File: src/rtl/byte_port_pkg.sv
// Shared types and constants for the timed byte-output scheduler.
package byte_port_pkg;

    localparam int unsigned BYTE_W     = 8;
    localparam int unsigned DEFAULT_TW = 32;

    typedef struct packed {
        logic [DEFAULT_TW-1:0] tstamp;
        logic [BYTE_W-1:0]     data;
        logic [BYTE_W-1:0]     mask;
    } cmd_t;

    typedef enum logic [0:0] {
        IDLE = 1'b0,
        RUN  = 1'b1
    } state_t;

    function automatic logic [BYTE_W-1:0] merge_byte(
        input logic [BYTE_W-1:0] old_val,
        input logic [BYTE_W-1:0] new_val,
        input logic [BYTE_W-1:0] mask
    );
        return (old_val & ~mask) | (new_val & mask);
    endfunction

endpackage

File: src/rtl/byte_port_fifo.sv
// Synchronous command FIFO with first-word head view; full/empty/count decoded from occupancy.
module byte_port_fifo #(
    parameter int unsigned DEPTH = 8,
    parameter int unsigned W     = 48
) (
    input  logic                       clk,
    input  logic                       rst,
    input  logic                       push,
    input  logic [W-1:0]               wdata,
    input  logic                       pop,
    output logic [W-1:0]               head,
    output logic                       full,
    output logic                       empty,
    output logic [$clog2(DEPTH):0]     count
);

    localparam int unsigned AW = $clog2(DEPTH);

    logic [W-1:0]  mem [DEPTH];
    logic [AW-1:0] wr_ptr;
    logic [AW-1:0] rd_ptr;
    logic          push_ok;
    logic          pop_ok;

    assign full    = (count == (AW+1)'(DEPTH));
    assign empty   = (count == '0);
    assign push_ok = push && !full;
    assign pop_ok  = pop && !empty;
    assign head    = mem[rd_ptr];

    always_ff @(posedge clk) begin
        if (rst) begin
            wr_ptr <= '0;
            rd_ptr <= '0;
            count  <= '0;
        end else begin
            if (push_ok) wr_ptr <= wr_ptr + AW'(1);
            if (pop_ok)  rd_ptr <= rd_ptr + AW'(1);
            case ({push_ok, pop_ok})
                2'b10:   count <= count + (AW+1)'(1);
                2'b01:   count <= count - (AW+1)'(1);
                default: count <= count;
            endcase
        end
    end

    // Storage carries no reset; pointers alone define validity.
    always_ff @(posedge clk) begin
        if (push_ok) mem[wr_ptr] <= wdata;
    end

endmodule

File: src/rtl/byte_port_sched.sv
// Timed byte-output scheduler: applies masked byte commands when the time counter hits their stamp.
// Optional BYTE_PORT_LATE_CNT_EN adds a saturating late-discard counter output late_cnt.
module byte_port_sched
    import byte_port_pkg::*;
#(
    parameter int unsigned FIFO_DEPTH = 8,
    parameter int unsigned TW         = DEFAULT_TW
) (
    input  logic              clk,
    input  logic              rst,
    input  logic              start,
    input  logic              din_valid,
    output logic              din_ready,
    input  logic [TW-1:0]     din_time,
    input  logic [7:0]        din_data,
    input  logic [7:0]        din_mask,
    output logic [7:0]        dout,
    output logic [TW-1:0]     time_now,
    output logic              running,
    output logic              empty,
`ifdef BYTE_PORT_LATE_CNT_EN
    output logic [15:0]       late_cnt,
`endif
    output logic              late_pulse
);

    localparam int unsigned CW = TW + 2 * BYTE_W;
    localparam int unsigned AW = $clog2(FIFO_DEPTH);

    state_t            state_q;
    state_t            state_d;
    logic [CW-1:0]     head;
    logic [TW-1:0]     head_time;
    logic [BYTE_W-1:0] head_data;
    logic [BYTE_W-1:0] head_mask;
    logic              fifo_full;
    logic              fifo_empty;
    logic [AW:0]       fifo_count;
    logic              head_valid;
    logic              apply_pop;
    logic              late_pop;
    logic              pop;

    byte_port_fifo #(
        .DEPTH (FIFO_DEPTH),
        .W     (CW)
    ) u_fifo (
        .clk   (clk),
        .rst   (rst),
        .push  (din_valid),
        .wdata ({din_time, din_data, din_mask}),
        .pop   (pop),
        .head  (head),
        .full  (fifo_full),
        .empty (fifo_empty),
        .count (fifo_count)
    );

    assign head_time  = head[CW-1 -: TW];
    assign head_data  = head[2*BYTE_W-1 -: BYTE_W];
    assign head_mask  = head[BYTE_W-1:0];
    assign head_valid = (fifo_count != '0);
    assign din_ready  = !fifo_full;
    assign empty      = fifo_empty;

    // Next state and head evaluation; pops compare against the pre-reload time.
    always_comb begin
        state_d   = state_q;
        apply_pop = 1'b0;
        late_pop  = 1'b0;
        if (state_q == IDLE && start) state_d = RUN;
        if (state_q == RUN && head_valid) begin
            apply_pop = (head_time == time_now);
            late_pop  = (head_time <  time_now);
        end
        pop = apply_pop || late_pop;
    end

    always_ff @(posedge clk) begin
        if (rst) begin
            state_q    <= IDLE;
            running    <= 1'b0;
            time_now   <= '0;
            dout       <= '0;
            late_pulse <= 1'b0;
        end else begin
            state_q    <= state_d;
            running    <= (state_d == RUN);
            late_pulse <= late_pop;
            if (state_q == RUN && !start) time_now <= time_now + TW'(1);
            else                          time_now <= '0;
            if (apply_pop) dout <= merge_byte(dout, head_data, head_mask);
        end
    end

`ifdef BYTE_PORT_LATE_CNT_EN
    always_ff @(posedge clk) begin
        if (rst || start)                      late_cnt <= '0;
        else if (late_pop && late_cnt != '1)   late_cnt <= late_cnt + 16'(1);
    end
`endif

endmodule

File: config.mk
export PLATFORM = sky130hd
export DESIGN_NAME = byte_port_sched
export DESIGN_NICKNAME = d
export VERILOG_FILES = /design/src/rtl/byte_port_pkg.sv /design/src/rtl/byte_port_fifo.sv /design/src/rtl/byte_port_sched.sv
export SDC_FILE = /design/constraint.sdc
export NUM_CORES = 1
export LEC_CHECK = 0
export BUFFER_PORTS_ARGS = -buffer_cell sky130_fd_sc_hd__buf_2
export CAP_MARGIN = 20
export CORE_MARGIN = 2
export CORE_UTILIZATION = 61
export CTS_CLUSTER_SIZE = 28
export DETAILED_ROUTE_END_ITERATION = 10
export PLACE_DENSITY = 0.8
export SYNTH_ARGS = -nofsm -noshare
export SYNTH_HDL_FRONTEND = slang
export SYNTH_SLANG_ARGS = --single-unit
File: constraint.sdc
create_clock -name clk -period 7.84 [get_ports clk]
set_clock_uncertainty 0.05 [all_clocks]
set_input_delay 0.392 -clock clk [delete_from_list [all_inputs] [get_ports clk]]
set_output_delay 0.392 -clock clk [all_outputs]
set_load 0.02 [all_outputs]
==> flow_summary.ini, run 1 <==
[sta]
setup_tns_ns = 0
relSlewSlack_pct = 33.3
hold_viol = 0
fmax_mhz = 177
min_period_ns = 5.66
min_period_over_period_pct = 72.2
finalSetupViolCount = 0
maxSlewViolCount = 0
max_slew.worst_pin.slew_ns = 1.00
rsz0062_at_grt = no
holdWs_ns = 0.0558

[placed_design]
gp_congestion = 0.786
io_buffers = 95
hpwlAfterDp_mm = 19.9

[clocking]
cts_tree = done
postCtsSetupBuffers = 0
ctsRootBufferMaster = clkbuf_16
clock_latency_ns = 0.54
htreeDepth = 2
clk_pin_slew_ns = 0.06
holdBufCountCts = 0
cts.sinks = 439
cts_buffers = 45
clock_path_buffers = 3
cts-resized-gates = 0

[detailed_routing]
drt_first_pass_iters = 5
remaining_drc_errors = 0
viasPerCell = 6.01
ant_nets = 0
drt_iter0_drc = 861
wl_per_cell_um = 23.7
dr_total_vias = 8930
routed_wl_mm = 35.2

[final_layout]
final_common_cell = edfxtp_1
layout_common_cells = 384 x edfxtp_1, 96 x mux4_2, 95 x buf_2
syn2layout_area_growth_pct = 13.4
drive_gt1_share_pct = 30.7
multiInputGateArea_sq_mm = 0.00472
nNetsFinal = 1153
nFillCells = 1737
seq_area_sq_mm = 0.0126

[yosys]
synth_seq_cells = 439
synth_area_per_cell_sq_um = 18.8
ys_seq_area_share_pct = 71.6
synth_fp_nets = 1031
synth_warnings = 0
synth_flop_cell = edfxtp_1
synth_top_area_share_pct = 65.3
synth_top_cell_by_area = edfxtp_1
synthTopCellsByArea = edfxtp_1 65%, mux4_2 12%, dfxtp_1 6.2%
synth_edf_count = 384
synth_area_sq_mm = 0.0177
synth_cell_type_count = 48
ys_async_sr_fraction_pct = 0
syn_inst = 940

[critical_path]
crit_arrival_ns = 6.08
crit_path_start_kind = flip-flop
end_kind = flip-flop
critPathMaxFanout = 44
critPathKind = flip-flop to flip-flop
cp.required_ns = 8.26

[power_and_ir_drop]
p_per_area_mw_per_mm2 = 247
total_leakage_power_nw = 6.55
ir_drop_mv = 0.204

[status]
status = completed

[global_routing]
grt_pass1_wl_mm = 53.9
grt-ovfl-total = 0
grt_max_degree = 68
grt_pass1_vias = 9243
antenna_found_initial = 4
grtUsageTotal_pct = 23.7

[die]
row_count = 62
io_pins = 96
fp.dieH_um = 174
die_w_um = 174
floorplan.initialDensity_pct = 61.7
dieArea_sq_mm = 0.0303
core_area_sq_mm = 0.0286

[flow_run]
cap_violations = 0

[worst_hold_path]
hold_class = primary input to flip-flop
[per-stage QoR]
stage                     instances  power [mW]  util [%]  worst slack (ns)  cell area, sq um
final                          1485        4.94      70.0              2.18             20000
after global routing           1484        5.09      69.9              1.70             20000
after CTS                      1482        4.97      69.8              2.10             20000
after detailed placement       1398        2.94      64.8              2.11             18600
after global placement         1398        2.93      64.8              2.23             18600
after floorplan                 940        2.85         -              1.72             17700
[routing by layer]
layer / GRT usage [%] / vias to the layer above / routed length, um
met5: 0 / - / 21
met4: 6.41 / 4 / 656
met2: 40.0 / 299 / 17800
met1: 31.8 / 4567 / 14300
li1: - / 4004 / -
met3: 4.94 / 56 / 2310
[flip-flops by register name (all words and copies together) (netlist names), named ones only]
name / flops
late_pulse: 1
state_q: 1
time_now: 32
u_fifo.count: 4
u_fifo.mem: 384
u_fifo.rd_ptr: 3
u_fifo.wr_ptr: 3
[worst max-delay path: stages, from the launching register on]
cell and delay (ns):
dfxtp_4 0.94, buf_4 0.45, mux4_2 0.54, mux2_2 0.29
ha_1 0.30, nand4_1 0.20, nor4_2 0.56, and3_1 0.70
a21oi_2 0.13, inv_1 0.10, ha_1 0.20, ha_1 0.24
a21o_1 0.17, a21oi_1 0.18, xnor2_1 0.09, or3_1 0.30
a21oi_1 0.13
[final cells by class]
type	count	area share (%)
diodes	2	0.0250
inverters	35	0.656
clock buffers	60	6.27
flip-flops and latches	439	63.1
repair buffers	111	3.07
multi-input cells	430	23.6
well taps	384	2.40
clock inverters	24	0.887
[cells in the mapped netlist (all sizes together) (2+ instances only)]
cell	count
nor2	48
nor3	17
edfxtp	384
and2	2
and3	14
inv	35
nor2b	2
buf	16
o21ai	10
mux2	41
or2b	2
nand2	25
ha	38
dfxtp	55
mux4	96
and4	2
a21o	5
xor2	4
a21oi	30
nand2b	4
mux2i	10
nor3b	3
nand4	12
nand3	16
or3	6
nor4	5
xnor2	26
clkbuf	20
[report_power, final]
| group | internal, mW | total [mW] | switching (mW) |
|---|---|---|---|
| clock network | 1.19 | 2.05 | 0.860 |
| logic | 0.118 | 0.262 | 0.143 |
| registers | 2.60 | 2.63 | 0.0276 |
[logic make-up after synthesis]
family	share of synthesized area (%)
mux	15.4
flops	71.6
fa+ha+maj	2.81
compound gates	1.91
buf+inv	2.00
simple gates	4.82
xor+xnor	1.49
[worst paths after layout]
check,slack [ns],depth (start not counted),endpoint,from
setup / recovery,2.18,16,u_fifo.count[3],flip-flop
hold / removal,0.06,1,u_fifo.mem[2][3],din_mask[3]
setup reg to reg,2.18,16,u_fifo.count[3],flip-flop
hold reg to reg,0.46,2,flip-flop,flip-flop
Power figures use the tool's default switching activity.
==> run 2, diff against run 1 <==
==> constraint.sdc (replaced) <==
create_clock -name clk -period 5.3 [get_ports clk]
set_clock_uncertainty 0.05 [all_clocks]
set_input_delay 0.265 -clock clk [delete_from_list [all_inputs] [get_ports clk]]
set_output_delay 0.265 -clock clk [all_outputs]
set_load 0.02 [all_outputs]
==> run 2 against run 1 <==
Against the previous run: via count rose by 4.5%; die area did not move; hold slack better by 0.086 ns; clock power up 49%; cell area grew 3.2%; core utilization grew 2.2 points; clock-buffer cell count is 1 higher; routed wire length up 3.9%; register-to-register slack got worse by 1.8 ns; total power rose by 49%; non-clock buffer count grew 64; sequential share of layout area fell by 2.0 points; largest power group unchanged.
==> flow_summary.ini, run 2 (synthesis gave the netlist of run 1 again) <==
[placed_design]
gp_congestion = 0.803
dpl_worst_slack_ns = 0.440
place_area_sq_mm = 0.0187
io_buffers = 95
dp_cells = 1413
hpwlAfterDp_mm = 21.7

[global_routing]
grtUsageTotal_pct = 24.7
grt_pass1_vias = 9841
grt_max_degree = 49
grt-ovfl-total = 0
grt_pass1_wl_mm = 56.2
antenna_found_initial = 0

[final_layout]
largest_reg_flops = 384
largest-register = u_fifo.mem
multiInputGateArea_sq_mm = 0.00473
nFillCells = 1699
final_common_cell = edfxtp_1
largestRegisters = u_fifo.mem x384, time_now x32, u_fifo.count x4
drive_gt1_share_pct = 29.8
seq_area_sq_mm = 0.0126
antenna_cells = 0
layout_common_cells = 384 x edfxtp_1, 96 x mux4_2, 95 x buf_2
nNetsFinal = 1216
syn2layout_area_growth_pct = 17.0
final_util_pct = 72.2
final_area_sq_mm = 0.0207
layout.cells.non_filler = 1544

[clocking]
clock_path_buffers = 3
cts.sinks = 439
postCtsSetupBuffers = 0
cts_tree = done
htreeDepth = 2
clk_pin_slew_ns = 0.06
clock_latency_ns = 0.54
cts_buffers = 44
cts-resized-gates = 0
holdBufCountCts = 50
ctsRootBufferMaster = clkbuf_16

[sta]
fmax_mhz = 205
setup_tns_ns = 0
hold_viol = 0
rsz0062_at_grt = no
min_period_ns = 4.89
maxSlewViolCount = 0
finalSetupViolCount = 0
min_period_over_period_pct = 92.3
timing.final.ws_setup_ns = 0.411
max_slew.worst_pin.slew_ns = 0.865
relSlewSlack_pct = 41.6

[flow_run]
cap_violations = 0

[die]
floorplan.initialDensity_pct = 61.7
core_area_sq_mm = 0.0286
die_w_um = 174
fp.dieH_um = 174
io_pins = 96
dieArea_sq_mm = 0.0303
row_count = 62

[critical_path]
r2r-end = u_fifo.count[3]
cp_num_buf_inv = 2
end_kind = flip-flop
cpLargestDelayFamily = compound AO/OA/AOI/OAI gates
crit_arrival_ns = 5.30
slowest_stage = dfxtp_4
crit_path_start_kind = flip-flop
critPathMaxStageDelay_ns = 0.63
critPathKind = flip-flop to flip-flop
cpMostUsedCell = ha_1
endpoint = u_fifo.count[3]
r2r_cells = 17
critPathMaxFanout = 21
cp.required_ns = 5.71
r2r_setup_slack_ns = 0.41
critical_path.cell_chain = buf_12 -> mux4_2 -> mux2_2 -> ha_1 -> nand4_1 -> nor4_1 -> a21boi_2 -> o31ai_4 -> a21oi_2 -> inv_1 -> ha_1 -> ha_1 -> a21o_1 -> a21oi_1 -> xnor2_1 -> or3_1 -> a21oi_1
crit_cells = 17

[detailed_routing]
viasPerCell = 6.05
drt_iter0_drc = 776
dr_total_vias = 9335
ant_nets = 0
routed_wl_mm = 36.5
routed-wl-met3_mm = 2.28
wl_met1_mm = 14.3
dr.max_layer_used = met4
dr_wl_met2_mm = 19.0
wl_per_cell_um = 23.7
remaining_drc_errors = 0
drt_first_pass_iters = 8

[power_and_ir_drop]
total_leakage_power_nw = 6.84
ir_drop_mv = 0.294
p_per_area_mw_per_mm2 = 357

[status]
status = completed

[worst_hold_path]
hold_class = primary input to flip-flop
run 2: cell types whose count changed in the layout (fill, tap and decap cells not counted), sizes merged:
cell	change
bufinv	+2
buf	+14
dlygate4sd3	+50
clkinv	-7
clkbuf	+1
diode	-2
inv	+1
run 2: worst min-delay path by stage:
stage                             endpoint  cells past startpoint             start
after floorplan           u_fifo.mem[0][0]                      0       din_mask[0]
after detailed placement         flip-flop                      2  u_fifo.rd_ptr[1]
after global placement           flip-flop                      2  u_fifo.rd_ptr[1]
after global routing       u_fifo.count[0]                      2               rst
after CTS                 u_fifo.wr_ptr[0]                      2               rst
final                     u_fifo.wr_ptr[0]                      2               rst
run 2: final cells by class:
type | instances | area share (%)
Clock inverter | 20 | 1.07
Clock buffer | 61 | 5.83
Tap cell | 384 | 2.33
Timing Repair Buffer | 175 | 6.09
Sequential cell | 439 | 61.2
Multi-Input combinational cell | 430 | 22.9
Inverter | 35 | 0.636
run 2: routing by layer:
| metal | up-vias | track usage, % |
|---|---|---|
| met2 | 338 | 43.2 |
| met1 | 4804 | 31.4 |
| met5 | - | 0 |
| li1 | 4120 | - |
| met3 | 73 | 4.42 |
| met4 | 0 | 8.89 |
run 2: power by group:
group | internal [mW] | switching [mW] | total (mW)
clock network | 1.79 | 1.26 | 3.06
logic | 0.207 | 0.230 | 0.438
registers | 3.84 | 0.0365 | 3.88
run 2: stage by stage:
| step | total power [mW] | hold slack [ns] |
|---|---|---|
| 6_report | 7.38 | 0.142 |
| 5_1_grt | 7.59 | 0.166 |
| 4_1_cts | 7.42 | 0.128 |
| 3_5_place_dp | 4.36 | 0.449 |
| 3_3_place_gp | 4.34 | 0.429 |
| 2_1_floorplan | 4.21 | 0.314 |
==> run 3, diff against run 2 <==
--- a/config.mk
+++ b/config.mk
@@ -14,4 +14,5 @@
 export PLACE_DENSITY = 0.8
 export SYNTH_ARGS = -nofsm -noshare
 export SYNTH_HDL_FRONTEND = slang
+export SYNTH_HIERARCHICAL = 1
 export SYNTH_SLANG_ARGS = --single-unit
==> run 3 against run 2 <==
Against the previous run: sequential power about the same; area after synthesis increased by 1.5%; clock-buffer cell count decreased by 5; critical path type unchanged; fmax decreased by 3.5%; non-clock buffer count decreased by 8; cell count decreased by 0.91%; die area increased by 1.4%; register-to-register slack got worse by 0.18 ns; largest cell class unchanged; cell area increased by 1.1%; sequential share of layout area decreased by 0.64 points; routed wire length decreased by 2.7%.
==> flow_summary.ini, run 3 <==
[clocking]
cts_tree = done
ctsRootBufferMaster = clkbuf_16
clock_latency_ns = 0.55
clock_path_buffers = 3
clk_pin_slew_ns = 0.07
htreeDepth = 2
cts.sinks = 439
cts-resized-gates = 0
cts_buffers = 44

[final_layout]
drive_gt1_share_pct = 29.1
layout_common_cells = 384 x edfxtp_1, 95 x buf_2, 73 x mux4_2
final_common_cell = edfxtp_1
antenna_cells = 0
largest-register = u_fifo/mem
final_util_pct = 72.6
nNetsFinal = 1202
largest_reg_flops = 384
nFillCells = 1663
largestRegisters = u_fifo/mem x384, time_now x32, u_fifo/count x4
multiInputGateArea_sq_mm = 0.00496
seq_area_sq_mm = 0.0126
syn2layout_area_growth_pct = 16.6
layout.cells.non_filler = 1530

[detailed_routing]
remaining_drc_errors = 0
wl_per_cell_um = 23.2
ant_nets = 0
drt_first_pass_iters = 5
dr_total_vias = 9243
viasPerCell = 6.04
routed_wl_mm = 35.6
drt_iter0_drc = 698

[power_and_ir_drop]
total_leakage_power_nw = 7.09
switchingPower_mw = 1.48
ir_drop_mv = 0.270
p_per_area_mw_per_mm2 = 347
p_sw_share_pct = 20.4
comb_power_share_pct = 4.6
power_frac_seq_pct = 53.1
internal-power_mw = 5.77
clockPowerShare_pct = 42.3

[placed_design]
io_buffers = 95
hpwlAfterDp_mm = 20.7
dp_cells = 1398
gp_congestion = 0.799

[critical_path]
critPathKind = flip-flop to flip-flop
crit_arrival_ns = 5.44
cpMostUsedCell = ha_1
slowest_stage = mux4_1
cp_num_buf_inv = 1
crit_cells = 14
cpLargestDelayFamily = multiplexers
end_kind = flip-flop
cp.required_ns = 5.68
critical_path.cell_chain = buf_12 -> mux4_1 -> mux2_4 -> ha_1 -> nand4_1 -> nor2_1 -> a2111oi_0 -> or3b_1 -> o22ai_1 -> o41a_1 -> ha_1 -> or3_1 -> o32ai_1 -> mux2_1
critPathMaxStageDelay_ns = 0.59
r2r_setup_slack_ns = 0.23
r2r-end = u_fifo/count[3]
crit_path_start_kind = flip-flop
endpoint = u_fifo/count[3]
r2r_cells = 14
critPathMaxFanout = 25

[die]
floorplan.initialDensity_pct = 62.3
core_area_sq_mm = 0.0288
dieArea_sq_mm = 0.0308
fp.dieH_um = 175
die_w_um = 175
row_count = 62
io_pins = 96

[sta]
max_slew.worst_pin.slew_ns = 0.902
hold_viol = 0
min_period_over_period_pct = 95.6
min_period_ns = 5.07
maxSlewViolCount = 0
setup_tns_ns = 0
finalSetupViolCount = 0
relSlewSlack_pct = 39.9
rsz0062_at_grt = no
fmax_mhz = 197

[yosys]
synth_top_cell_by_area = edfxtp_1
synth_area_per_cell_sq_um = 19.2
synth_cell_type_count = 53
synth_edf_count = 384
synth_seq_cells = 439
synthTopCellsByArea = edfxtp_1 64%, mux4_2 9.2%, dfxtp_1 6.1%
synth_area_sq_mm = 0.0179
synth_flop_cell = edfxtp_1
ys_async_sr_fraction_pct = 0
synth_top_area_share_pct = 64.4
syn_inst = 934
synth.most_common_cell = edfxtp_1
synth_fp_nets = 1024
synth_warnings = 6
synthTopCellsByCount = 384 x edfxtp_1, 73 x mux4_2, 55 x dfxtp_1
ys_seq_area_share_pct = 70.5

[global_routing]
grt_pass1_wl_mm = 54.7
grt-ovfl-total = 0
use_met2_pct = 39.4
met1_usage_pct = 33.3
grtUsageTotal_pct = 23.6
grt.met3_usage_pct = 3.61
busiest_layer = met2
grt_max_degree = 49
grt_pass1_vias = 9486
antenna_found_initial = 0

[flow_run]
cap_violations = 0

[worst_hold_path]
min_from = rst
hold_depth = 2
hold_class = primary input to flip-flop

[status]
status = completed
[run 3: cell count changes after synthesis, moves of 6 or more]
| cell | delta |
|---|---|
| buf_2 | +9 |
| clkbuf_1 | -6 |
| mux2_2 | -31 |
| o21ai_0 | -7 |
| mux2i_1 | -8 |
| mux4_2 | -23 |
| a41o_1 | +7 |
| mux4_1 | +23 |
| nor3_2 | -8 |
| and3_1 | -13 |
| mux2_4 | +40 |
| buf_6 | -8 |
[run 3: cells by family after synthesis]
group	after synthesis	synth area share, %
DFF	439	70.5
and+or+nand+nor	149	4.46
muxes	147	16.6
buffers and inverters	70	2.13
AOI/OAI and AO/OA	59	2.10
adders and majority gates	38	2.65
xor gates and xnor gates	32	1.56
[run 3: how the worst min path moves through the flow]
stage	to
4_1_cts	state_q
3_5_place_dp	u_fifo/wr_ptr[0]
3_3_place_gp	u_fifo/wr_ptr[0]
6_report	u_fifo/count[1]
2_1_floorplan	state_q
5_1_grt	u_fifo/rd_ptr[0]
[run 3: cell type report]
cell class                 instances  share of cell area (%)
clock buffer                      56                    5.82
inverter                          35                   0.629
sequential                       439                    60.5
clock inverter                    24                    1.15
multi-input combinational        425                    23.7
timing repair buffer             167                    5.83
tap                              384                    2.30
[run 3: repair_timing]
item / in CTS / in global routing
hold buffers: 50 / 0
buffers inserted: 0 / 0
endpoints found under the hold margin: 387 / 0
[run 3: stage by stage]
step / hold slack, ns / instance area, sq um / setup WS (ns) / power [mW]
6_report: 0.0640 / 20900 / 0.234 / 7.25
3_3_place_gp: 0.428 / 18900 / 0.383 / 4.21
5_1_grt: 0.0661 / 20900 / 0.0263 / 7.47
4_1_cts: 0.0416 / 20800 / 0.318 / 7.30
2_1_floorplan: 0.287 / 17900 / 0.409 / 4.11
3_5_place_dp: 0.437 / 18900 / 0.346 / 4.22
[run 3: worst reg2reg max path: cells and delay by family (launching register included)]
| family | cells | cell delay [ns] |
|---|---|---|
| flip-flops | 1 | 0.51 |
| buffers and inverters | 1 | 0.26 |
| AND/OR/NAND/NOR | 4 | 1.12 |
| adder cells (fa/ha/maj) | 2 | 0.65 |
| AO/OA/AOI/OAI | 4 | 1.10 |
| multiplexers | 3 | 1.25 |
[run 3: power groups by stage]
stage | Combinational, mW | Clock (mW) | Sequential, mW
5_1_grt | 0.367 | 3.25 | 3.85
3_5_place_dp | 0.304 | 0 | 3.92
6_report | 0.337 | 3.06 | 3.85
3_3_place_gp | 0.293 | 0 | 3.92
4_1_cts | 0.338 | 3.12 | 3.85
2_1_floorplan | 0.191 | 0 | 3.92
[run 3: routing by layer]
| metal | wire (um) | up-vias |
|---|---|---|
| li1 | - | 4131 |
| met1 | 14700 | 4708 |
| met2 | 17800 | 338 |
| met3 | 2360 | 66 |
| met4 | 693 | 0 |
| met5 | 0 | - |
